==> config.mk <==
export PLATFORM = sky130hd
export DESIGN_NAME = uart_word_tx_arbiter
export DESIGN_NICKNAME = d
export VERILOG_FILES = /design/src/rtl/uart_pkg.sv /design/src/rtl/rr_arbiter.sv /design/src/rtl/uart_word_tx_arbiter.sv
export SDC_FILE = /design/constraint.sdc
export NUM_CORES = 1
export LEC_CHECK = 0
export CELL_PAD_IN_SITES_DETAIL_PLACEMENT = 1
export CELL_PAD_IN_SITES_GLOBAL_PLACEMENT = 1
export CORE_MARGIN = 5
export CORE_UTILIZATION = 32
export CTS_BUF_LIST = sky130_fd_sc_hd__clkbuf_8
export CTS_CLUSTER_DIAMETER = 60
export CTS_CLUSTER_SIZE = 28
export DETAILED_ROUTE_END_ITERATION = 12
export PLACE_DENSITY_LB_ADDON = 0.15
export SLEW_MARGIN = 25
export SYNTH_ARGS = -nofsm -noshare
export SYNTH_HDL_FRONTEND = slang
export SYNTH_SLANG_ARGS = --single-unit
export TNS_END_PERCENT = 30
==> constraint.sdc <==
create_clock -name clock -period 3.85 [get_ports clock]
set_input_delay 0.77 -clock clock [delete_from_list [all_inputs] [get_ports clock]]
set_output_delay 0.77 -clock clock [all_outputs]
set_load 0.05 [all_outputs]
==> src/rtl/uart_pkg.sv <==
// Shared types and sizing helpers for the 32-bit-word UART datapath.
package uart_pkg;

    localparam int unsigned WORD_WIDTH_DEF = 32;
    localparam int unsigned BYTE_WIDTH_DEF = 8;

    typedef enum logic [1:0] {
        IDLE,
        SEND,
        GAP
    } tx_sched_state_t;

    typedef logic [BYTE_WIDTH_DEF-1:0] byte_t;

    function automatic int unsigned nbytes(input int unsigned word_w, input int unsigned byte_w);
        return word_w / byte_w;
    endfunction

endpackage

==> src/rtl/rr_arbiter.sv <==
// Combinational round-robin arbiter: the first requester at or after rr_ptr wins.
module rr_arbiter #(
    parameter  int unsigned NUM_REQ = 2,
    localparam int unsigned IDX_W   = (NUM_REQ > 1) ? $clog2(NUM_REQ) : 1
) (
    input  logic [NUM_REQ-1:0] req,
    input  logic [IDX_W-1:0]   rr_ptr,
    input  logic               enable,
    output logic [NUM_REQ-1:0] grant,
    output logic [IDX_W-1:0]   grant_idx,
    output logic               any_grant
);

    logic [IDX_W-1:0] cand;

    // NOTE: every signal written here gets a default first, so no path leaves one unassigned and no latch is inferred.
    always_comb begin
        grant     = '0;
        grant_idx = '0;
        any_grant = 1'b0;
        cand      = '0;
        if (enable) begin
            for (int unsigned off = 0; off < NUM_REQ; off++) begin
                cand = IDX_W'((32'(rr_ptr) + off) % NUM_REQ);
                if (!any_grant && req[cand]) begin
                    any_grant   = 1'b1;
                    grant_idx   = cand;
                    grant[cand] = 1'b1;
                end
            end
        end
    end

endmodule

==> src/rtl/uart_word_tx_arbiter.sv <==
// Round-robin word scheduler feeding the byte-wide UART transmitter, LSB byte first.
module uart_word_tx_arbiter
    import uart_pkg::*;
#(
    parameter  int unsigned WORD_WIDTH = WORD_WIDTH_DEF,
    parameter  int unsigned BYTE_WIDTH = BYTE_WIDTH_DEF,
    parameter  int unsigned NUM_REQ    = 2,
    parameter  int unsigned GAP_CYCLES = 0,
    localparam int unsigned ID_W       = (NUM_REQ > 1) ? $clog2(NUM_REQ) : 1
) (
    input  logic                          clock,
    input  logic                          reset,
    input  logic [NUM_REQ-1:0]            req_valid,
    input  logic [NUM_REQ*WORD_WIDTH-1:0] req_data,
    output logic [NUM_REQ-1:0]            req_ready,
    output logic                          byte_valid,
    output logic [BYTE_WIDTH-1:0]         byte_data,
    input  logic                          byte_ready,
    output logic [ID_W-1:0]               grant_id,
    output logic                          busy,
    output logic [15:0]                   words_sent
);

    localparam int unsigned NBYTES = nbytes(WORD_WIDTH, BYTE_WIDTH);
    localparam int unsigned IDX_BW = (NBYTES > 1) ? $clog2(NBYTES) : 1;

    if ((WORD_WIDTH % BYTE_WIDTH) != 0 || NUM_REQ < 2 || NUM_REQ > 8 || GAP_CYCLES > 255) begin : g_param_check
        $error("uart_word_tx_arbiter: illegal parameter combination");
    end

    tx_sched_state_t        state_q, state_d;
    logic [WORD_WIDTH-1:0]  shadow_q, shadow_d;
    logic [IDX_BW-1:0]      idx_q, idx_d;
    logic [7:0]             gap_q, gap_d;
    logic [ID_W-1:0]        rr_ptr_q, rr_ptr_d;
    logic [ID_W-1:0]        grant_q, grant_d;
    logic [15:0]            words_q, words_d;

    logic [NUM_REQ-1:0]     arb_grant;
    logic [ID_W-1:0]        arb_idx;
    logic                   arb_any;

    rr_arbiter #(.NUM_REQ(NUM_REQ)) u_rr (
        .req       (req_valid),
        .rr_ptr    (rr_ptr_q),
        .enable    (state_q == IDLE),
        .grant     (arb_grant),
        .grant_idx (arb_idx),
        .any_grant (arb_any)
    );

    // The capture pulse is suppressed while reset is held so no word is lost into a flop being cleared.
    assign req_ready  = arb_grant & {NUM_REQ{reset}};
    assign byte_valid = (state_q == SEND);
    assign byte_data  = shadow_q[idx_q*BYTE_WIDTH +: BYTE_WIDTH];
    assign busy       = (state_q != IDLE);
    assign grant_id   = grant_q;
    assign words_sent = words_q;

    always_comb begin
        state_d  = state_q;
        shadow_d = shadow_q;
        idx_d    = idx_q;
        gap_d    = gap_q;
        rr_ptr_d = rr_ptr_q;
        grant_d  = grant_q;
        words_d  = words_q;
        case (state_q)
            IDLE: begin
                if (arb_any) begin
                    shadow_d = req_data[arb_idx*WORD_WIDTH +: WORD_WIDTH];
                    grant_d  = arb_idx;
                    rr_ptr_d = (arb_idx == ID_W'(NUM_REQ - 1)) ? '0 : arb_idx + 1'b1;
                    idx_d    = '0;
                    state_d  = SEND;
                end
            end
            SEND: begin
                if (byte_ready) begin
                    if (idx_q == IDX_BW'(NBYTES - 1)) begin
                        words_d = words_q + 16'd1;
                        idx_d   = '0;
                        if (GAP_CYCLES > 0) begin
                            gap_d   = 8'(GAP_CYCLES - 1);
                            state_d = GAP;
                        end else begin
                            state_d = IDLE;
                        end
                    end else begin
                        idx_d = idx_q + 1'b1;
                    end
                end
            end
            GAP: begin
                if (gap_q == 8'd0) begin
                    state_d = IDLE;
                end else begin
                    gap_d = gap_q - 8'd1;
                end
            end
            default: state_d = IDLE;
        endcase
    end

    // NOTE: state flops use non-blocking assignments so every flop samples pre-edge values regardless of statement order.
    always_ff @(posedge clock or negedge reset) begin
        if (!reset) begin
            state_q  <= IDLE;
            shadow_q <= '0;
            idx_q    <= '0;
            gap_q    <= '0;
            rr_ptr_q <= '0;
            grant_q  <= '0;
            words_q  <= '0;
        end else begin
            state_q  <= state_d;
            shadow_q <= shadow_d;
            idx_q    <= idx_d;
            gap_q    <= gap_d;
            rr_ptr_q <= rr_ptr_d;
            grant_q  <= grant_d;
            words_q  <= words_d;
        end
    end

endmodule

# ---- Yosys cells after proc, flatten, opt, wreduce, memory -nomap -nowiden
# Index checks and enable logic that the tools add are counted.
dict set report totals {
  reg_bits 62
  in_bits 69
  elab_cells 70
}
dict set report op_classes {
  n_addsub 5
  order_cmp 4
  n_eq_ne 7
  n_shift 2
  mux 29
  n_bitwise 3
  n_reduce_logical 13
}
# op count
set ops {}
lappend ops {{64-bit by 7-bit variable part select with 32-bit output} 1}
lappend ops {{32-bit by 6-bit variable part select with 8-bit output} 1}
lappend ops {{2-bit 2-to-1 mux} 11}
lappend ops {{16-bit by 1-bit adder with 16-bit output, second input constant} 1}
lappend ops {{1-bit 2-to-1 mux} 14}
lappend ops {{8-bit zero test} 1}
lappend ops {{8-bit by 1-bit subtractor with 8-bit output, second input constant} 1}
lappend ops {{2-bit case mux with 3 select lines} 1}
lappend ops {{3-bit AND reduction} 2}
lappend ops {{2-bit equality test, second input constant} 2}
lappend ops {{1-bit by 2-bit less-than comparator with 1-bit output, second input constant} 2}
lappend ops {{2-bit by 1-bit inequality test with 1-bit output, second input constant} 2}
lappend ops {{2-bit inequality test, second input constant} 2}
lappend ops {{2-bit case mux with 2 select lines} 1}
lappend ops {{2-bit AND reduction} 2}
lappend ops {{4-bit AND reduction} 1}
lappend ops {{2-bit nonzero test} 2}
lappend ops {{1-bit logical AND} 3}
lappend ops {{1-bit adder, second input constant} 2}
lappend ops {{2-bit by 1-bit adder with 2-bit output, second input constant} 1}
lappend ops {{2-bit bitwise AND} 1}
lappend ops {{1-bit demux with 1-bit select} 2}
lappend ops {{2-bit by 1-bit equality test with 1-bit output, second input constant} 1}
lappend ops {{1-bit >= comparator, second input constant} 2}
lappend ops {{other kinds (4)} 4}

# ---- Depth between registers and ports, before layout
# Gate-level depths: netlist (run 1).
dict set report logic_depth {
  ltp_word 10
  mapped_depth 5
  depth_no_buf 5
}

# ---- Hierarchy
# A second synthesis (run 1) with hierarchy kept.
dict set report unflattened {
  cells_unflattened 235
  hier_area_um2 2613.8
}
# mod instances cells_per_inst area_per_inst_um2
set by_module_without_submodules {}
lappend by_module_without_submodules {uart_word_tx_arbiter 1 228 2580.0}
lappend by_module_without_submodules {rr_arbiter 1 7 33.8}

# ---- Least setup slack after synthesis (run 1)
# No wires, ideal clock.
dict set report synth_path {
  path_kind {register -> output}
  from {register state_q[0]}
  to {output port req_ready[1]}
  arrival_time_ns 1.910
  required_time_ns 3.080
  slack_ns 1.170
  path_stages_with_launch 5
  cell_sequence {dfrtp_1 buf_4 a211oi_2 clkbuf_1 and2_1}
}
dict set report synth_between {
  elab_chain_len 3
}
# element line_no
set synth_lines {}
lappend synth_lines {{start: declaration} uart_word_tx_arbiter.sv:31} ;# tx_sched_state_t state_q, state_d;
lappend synth_lines {{start signal: assignment} uart_word_tx_arbiter.sv:116} ;# state_q <= state_d;
lappend synth_lines {{2-bit zero test} uart_word_tx_arbiter.sv:46} ;# .enable (state_q == IDLE),
lappend synth_lines {{2-bit 2-to-1 mux} rr_arbiter.sv:22} ;# if (enable) begin
lappend synth_lines {{2-bit bitwise AND} uart_word_tx_arbiter.sv:53} ;# assign req_ready = arb_grant & {NUM_REQ{reset}};
lappend synth_lines {{end: declaration} uart_word_tx_arbiter.sv:15} ;# output logic [NUM_REQ-1:0] req_ready,
# Every way passes these cells.

# ---- Worst setup path after layout (run 1)
dict set report layout_path {
  from {register idx_q[0]}
  to {output port byte_data[7]}
}
dict set report layout_between {
  elab_chain_len 1
}
# element line_no
set layout_lines {}
lappend layout_lines {{start: declaration} uart_word_tx_arbiter.sv:33} ;# logic [IDX_BW-1:0] idx_q, idx_d;
lappend layout_lines {{start signal: assignment} uart_word_tx_arbiter.sv:118} ;# idx_q <= idx_d;
lappend layout_lines {{32-bit by 6-bit variable part select with 8-bit output} uart_word_tx_arbiter.sv:55} ;# assign byte_data = shadow_q[idx_q*BYTE_WIDTH +: BYTE_WIDTH];
lappend layout_lines {{end: declaration} uart_word_tx_arbiter.sv:17} ;# output logic [BYTE_WIDTH-1:0] byte_data,
# Every way passes these cells.

==> qor.csv, run 1 <==
stage,metric,value,unit
detailed_routing,Remaining DRCs,0,
cts,# hold bufs at CTS,0,
final_layout,area delta synth->final,50.15,%
power_and_ir_drop,Max IR drop VDD,0.4067,mV
setup_path,critical path arrival,2400,ps
sta,final hold viol count,0,
sta,Fmax,0.3153,GHz
die,I/O pins,98,
grt,antenna violations before repair,0,
yosys,Yosys top cell area share,54.19,%
setup_path,Critical Path Sink Type,primary output,
sta,Max Slew Vio Count,0,
power_and_ir_drop,Total Power,2586,uW
yosys,"Avg Cell Area, Syn",12.06,um^2
cts,CTS buffer count,5,
final_layout,final core utilization,50.13,%
yosys,Synth area leader,dfrtp_1,
cts,"Clk Latency, worst-skew pair",310,ps
flow_run,Max-Cap Viols,0,
yosys,Netlist cell types,27,
cts,CTS clock-pin slew for the worst setup and hold paths,90,ps
setup_path,crit-path max FO,11,
yosys,synthesized instance count,203,
sta,"Setup violations, final",0,
sta,Tcrit/Tclk final,82.38,%
final_layout,"commonest non-fill, non-tap cell in the layout",clkdlybuf4s50_1,
yosys,largest family of logic cells by synthesized area,compound AO/OA/AOI/OAI gates,
yosys,mux share of post-synthesis cell area,7.822,%
final_layout,Total Nets Final,370,
yosys,post-synthesis sequential area ratio,54.19,%
yosys,XOR/XNOR Fraction of Synth Area,5.368,%
die,Die W,97.45,um
power_and_ir_drop,internal power,1520,uW
power_and_ir_drop,Leakage Power,0.001647,uW
placed_design,DP HPWL,5532,um
grt,GR Util All Layers,15.78,%
placed_design,IO buf count,97,
power_and_ir_drop,sequential power share,37.0,%
cts,post-cts gate resize count,0,
yosys,Post-Syn Area,2447,um^2
setup_path,critical path class,reg -> out,
sta,RSZ-0062 raised after global routing,false,
final_layout,most used cells in the layout excluding fill and tap cells,"clkdlybuf4s50_1, dfrtp_1, inv_1, a222oi_1",
sta,Fin Setup TNS,0,ps
sta,Max-Slew Margin vs Limit,56.30,%
detailed_routing,total routed wirelength,7396,um
detailed_routing,via/cell ratio,5.296,
yosys,YS warnings,0,
final_layout,layout cells sized above 1,11.00,%
min_path,Min-Delay Path Class,in -> async,
yosys,syn_nets,274,
final_layout,n_diodes,0,
power_and_ir_drop,switching share of power,41.24,%
placed_design,routability cong.,0.7459,
cts,maximum clock path buffer count,2,
detailed_routing,DR iter-0 viols,175,
grt,vias in the first global route,2350,
detailed_routing,post-DR wirelength/cell,18.54,um
power_and_ir_drop,Switch Pwr,1067,uW
setup_path,Worst EP required,3080,ps
yosys,Synth async-reset ratio,100.0,%
grt,largest net degree at the start of global routing,37,
yosys,prevailing post-synth register cell,dfrtp_1,
cts,postcts setup bufs,0,
run_status,outcome,"finished, final reports clean",
power_and_ir_drop,Gate power share,47.5,%
cts,CTS root buf,clkbuf_8,
die,core area,7331,um^2
grt,grt ovf,0,
cts,CTS tree,yes,
yosys,Synth Register Bits,53,
die,initial core utilization,33.38,%
die,die area,9497,um^2
detailed_routing,DRT Pass-1 Iters,9,
sta,Layout Skew,7.481,ps
detailed_routing,Via Count,2113,
cts,H-tree depth,2,
yosys,largest cells by area after synthesis,"dfrtp_1, a222oi_1, mux4_2",
yosys,post-synthesis simple-gate area fraction,7.873,%
power_and_ir_drop,Power Density,703.8,nW/um^2
detailed_routing,antenna-violating nets left,0,
grt,first-pass GRT wire length,12140,um
sta,Final min period,3172,ps
die,row count,31,
yosys,Adder-Cell Fraction of Synth Area,1.022,%
yosys,Compound-Gate Fraction of Synth Area,15.49,%
sta,Least-Margin Pin Slew,655.5,ps
yosys,number of synthesized flops with an enable pin,0,
final_layout,filler cell count,772,
cts,Sink Count,53,
power_and_ir_drop,Clock power frac,15.6,%
sta,Hold WS,376.0,ps
setup_path,startpoint type of the worst setup path,flop,
die,die height,97.45,um
routing by layer:
metal | global-route usage (%) | wire length (um) | share of wire (%) | vias up
li1 | - | - | - | 947
met1 | 19.20 | 3061 | 41 | 1076
met2 | 26.20 | 3591 | 49 | 81
met3 | 6.030 | 602 | 8.1 | 9
met4 | 4.260 | 141 | 1.9 | 0
met5 | 0 | 0 | 0 | -
metrics by stage:
stage,instance area [um^2],worst slack [ps],cells
4_1_cts,3675,598.1,399
3_3_place_gp,3555,991.1,391
6_report,3675,678.2,399
3_5_place_dp,3555,952.7,391
5_1_grt,3675,535.7,399
2_1_floorplan,2447,1170,203
sequential cells by signal, summed over array words and instances, names as in the netlist:
register / count
grant_id: 1
idx_q: 2
rr_ptr_q: 1
shadow_q: 32
state_q: 1
words_sent: 16
worst max-delay path: stages, from the launching register on:
cell	delay [ps]
dfrtp_1	780
mux4_2	590
clkdlybuf4s50_1	730
cell families (layout without fill, tap and decap cells):
| family | count (synthesis) | after routing |
|---|---|---|
| AO/OA/AOI/OAI | 39 | 39 |
| XOR/XNOR | 15 | 15 |
| adder cells (fa/ha/maj) | 2 | 2 |
| buffers and inverters | 51 | 148 |
| flip-flops | 53 | 53 |
| multiplexers | 9 | 9 |
| AND/OR/NAND/NOR | 34 | 34 |
worst paths after layout:
| kind | endpoint | slack [ps] | cells after the start | startpoint |
|---|---|---|---|---|
| worst max-delay path | byte_data[7] | 680 | 2 | idx_q[0] |
| worst min-delay path | shadow_q[28] | 380 | 1 | reset |
| worst max register to register | words_sent[13] | 1540 | 5 | idx_q[0] |
| worst min register to register | words_sent[15] | 470 | 1 | words_sent[15] |
| max in group asynchronous | state_q[0] | 2760 | 2 | reset |
| min in group clock | words_sent[15] | 470 | 1 | words_sent[15] |
synth_stat cells, types with 2 or more instances:
master and number:
nor2_2 3, mux4_2 8, and3_1 2, xor2_1 4, ha_1 2, a211oi_2 2
dfrtp_1 53, nand4_1 5, buf_2 2, a222oi_1 32, nand3_1 11, nor2_1 3
clkbuf_1 8, buf_4 2, xnor2_1 11, inv_1 38, and2_1 2, a21oi_1 2
nand2_1 5
power groups by stage:
stage | Combinational, uW | Clock, uW | Sequential [uW]
2_1_floorplan | 803 | 0 | 960
3_3_place_gp | 1210 | 0 | 967
3_5_place_dp | 1240 | 0 | 967
4_1_cts | 1240 | 411 | 962
5_1_grt | 1320 | 430 | 989
6_report | 1230 | 402 | 956
cell type report:
cell class / instances / area, um^2 / area share, %
clock inverters: 2 / 37.54 / 1.021
flip-flops and latches: 53 / 1326 / 36.09
well taps: 99 / 123.9 / 3.371
clock buffers: 6 / 82.58 / 2.247
repair buffers: 102 / 1023 / 27.85
multi-input cells: 99 / 938.4 / 25.54
inverters: 38 / 142.6 / 3.882
Power figures use the tool's default switching activity.
==> inputs of run 2 (changes only) <==
- CORE_UTILIZATION: 32 -> 31
- clock period: 3.85 -> 2.6 ns (I/O delays scaled with it)
==> run 2 against run 1 <==
  * Count of clock-buffer cells in the layout down 1
  * Clock skew shrank 2.4 ps
  * Flip-flop and latch count did not move
  * Clock power is 10% higher
  * Global-route usage fell by 0.72 points
  * Core utilization fell by 2.9 points
  * Combinational power increased by 51%
  * Hold slack lost 350 ps
  * Sequential power increased by 43%
  * Setup slack got worse by 370 ps
  * Largest cell class unchanged
==> qor.csv, run 2 (synthesis gave the netlist of run 1 again) <==
stage,metric,value,unit,change
run_status,outcome,"finished, final reports clean",,
cts,CTS clock-pin slew for the worst setup and hold paths,90,ps,about the same
sta,Hold WS,25.40,ps,-350.6 ps
detailed_routing,antenna-violating nets left,0,,unchanged
flow_run,Max-Cap Viols,0,,unchanged
placed_design,IO buf count,97,,unchanged
die,I/O pins,98,,unchanged
detailed_routing,total routed wirelength,7080,um,-4.3%
cts,CTS buffer count,5,,unchanged
sta,Least-Margin Pin Slew,635.2,ps,-20.25 ps
setup_path,crit-path max FO,8,,-3
sta,final hold viol count,0,,unchanged
cts,CTS tree,yes,,
detailed_routing,post-DR wirelength/cell,17.44,um,-5.9%
detailed_routing,Remaining DRCs,0,,unchanged
setup_path,CP Cell Sequence,"buf_4, mux4_2, buf_4",,
final_layout,area delta synth->final,49.18,%,
cts,CTS root buf,clkbuf_8,,
setup_path,"slowest stage delay, CP",520,ps,-260 ps
cts,# hold bufs at CTS,0,,unchanged
detailed_routing,via/cell ratio,5.113,,-3.4%
setup_path,Critical Path Sink Type,primary output,,
cts,H-tree depth,2,,unchanged
final_layout,"commonest non-fill, non-tap cell in the layout",clkdlybuf4s50_1,,
setup_path,Crit path max-delay family,multiplexers,,
grt,vias in the first global route,2309,,-1.7%
min_path,Min-Delay Path Class,in -> async,,
die,die height,98.85,um,+1.4%
power_and_ir_drop,Leakage Power,0.001666,uW,+1.2%
setup_path,Worst EP required,2080,ps,-1000 ps
final_layout,Total Nets Final,374,,+1.1%
placed_design,placed insts,398,,+1.8%
placed_design,DP Worst Slack,284.5,ps,-668.1 ps
setup_path,"most used cell, CP",buf_4,,
sta,Layout Skew,5.065,ps,-2.416 ps
cts,postcts setup bufs,0,,unchanged
final_layout,layout cells sized above 1,14.47,%,+3.5 points
sta,Max Slew Vio Count,0,,unchanged
detailed_routing,Via Count,2076,,-1.8%
setup_path,startpoint type of the worst setup path,flop,,
sta,"Setup violations, final",0,,unchanged
die,row count,32,,+3.2%
sta,Tcrit/Tclk final,88.28,%,
final_layout,post-route insts no fill,406,,+1.8%
final_layout,filler cell count,843,,+9.2%
final_layout,n_diodes,0,,unchanged
power_and_ir_drop,Max IR drop VDD,0.4178,mV,+2.7%
sta,Fin Setup TNS,0,ps,unchanged
setup_path,Crit-path slowest cell,mux4_2,,
final_layout,max FFs per register,32,,unchanged
final_layout,Biggest register,shadow_q,,
die,core area,7727,um^2,+5.4%
sta,Final min period,2295,ps,
grt,GR Util All Layers,15.06,%,-0.72 points
setup_path,critical path class,reg -> out,,
detailed_routing,DR iter-0 viols,190,,+8.6%
setup_path,CP Buf/Inv Count,2,,+1
cts,"Clk Latency, worst-skew pair",300,ps,about the same
placed_design,routability cong.,0.7508,,+0.66%
cts,Sink Count,53,,unchanged
detailed_routing,DRT Pass-1 Iters,6,,-3
die,die area,9771,um^2,+2.9%
sta,RSZ-0062 raised after global routing,false,,
grt,antenna violations before repair,0,,unchanged
grt,first-pass GRT wire length,11770,um,-3.1%
grt,largest net degree at the start of global routing,52,,+41%
cts,post-cts gate resize count,0,,unchanged
setup_path,critical path arrival,1780,ps,-620 ps
grt,grt ovf,0,,unchanged
final_layout,most used cells in the layout excluding fill and tap cells,"clkdlybuf4s50_1, dfrtp_1, inv_1, a222oi_1, buf_4",,
die,initial core utilization,31.67,%,-1.7 points
sta,Fmax,0.4357,GHz,
sta,Max-Slew Margin vs Limit,57.65,%,+1.4 points
cts,maximum clock path buffer count,2,,unchanged
power_and_ir_drop,Power Density,1006,nW/um^2,+43%
placed_design,DP HPWL,5324,um,-3.8%
sta,post-route worst setup slack,304.6,ps,-373.6 ps
die,Die W,98.85,um,+1.4%
## run 2: cell count changes in the layout (fill, tap and decap cells not counted), sizes merged
cell           change
clkdlybuf4s50      -8
clkinv             +2
buf               +12
bufinv             -1
clkbuf             -1
inv                +1
clkinvlp           -1
## run 2: worst register-to-register path: stages (launching register included)
cell	delay [ps]
dfrtp_1	490
buf_4	250
ha_1	250
nand3_1	140
nor4_2	440
nand3_1	170
xnor2_1	160
## run 2: layout make-up
| cell class | instances | area, um^2 | area share [%] |
|---|---|---|---|
| sequential | 53 | 1326 | 36.33 |
| timing repair buffer | 106 | 1033 | 28.31 |
| multi-input combinational | 99 | 938.4 | 25.70 |
| inverter | 38 | 142.6 | 3.907 |
| tap | 102 | 127.6 | 3.496 |
| clock buffer | 5 | 68.82 | 1.885 |
| clock inverter | 3 | 13.76 | 0.3770 |
## run 2: power breakdown
part           total, uW  internal, uW  switching, uW  leakage [uW]
logic               1860           797           1060      0.000959
clock network        442           183            259     0.0000491
registers           1370          1130            240      0.000658
## run 2: per-stage QoR
stage | total power [uW] | utilization, % | instance area, um^2
2_1_floorplan | 2610 | - | 2447
3_5_place_dp | 3280 | 46.18 | 3568
6_report | 3672 | 47.25 | 3651
4_1_cts | 3737 | 47.25 | 3651
3_3_place_gp | 3235 | 46.18 | 3568
5_1_grt | 3926 | 47.25 | 3651
## run 2: per-layer routing
metal	global-route usage, %	wire length (um)
met1	18.69	3022
met2	25.67	3572
met3	3.397	348
met4	5.357	137
met5	0	0
## run 2: final timing paths
check	startpoint	end	slack [ps]	cells past startpoint
min in group clock	words_sent[15]	words_sent[15]	470	1
hold reg to reg	words_sent[15]	words_sent[15]	470	1
setup reg to reg	idx_q[0]	words_sent[13]	580	6
setup / recovery	idx_q[0]	byte_data[2]	300	3
hold / removal	reset	shadow_q[23]	30	1
max in group asynchronous	reset	words_sent[12]	1730	2
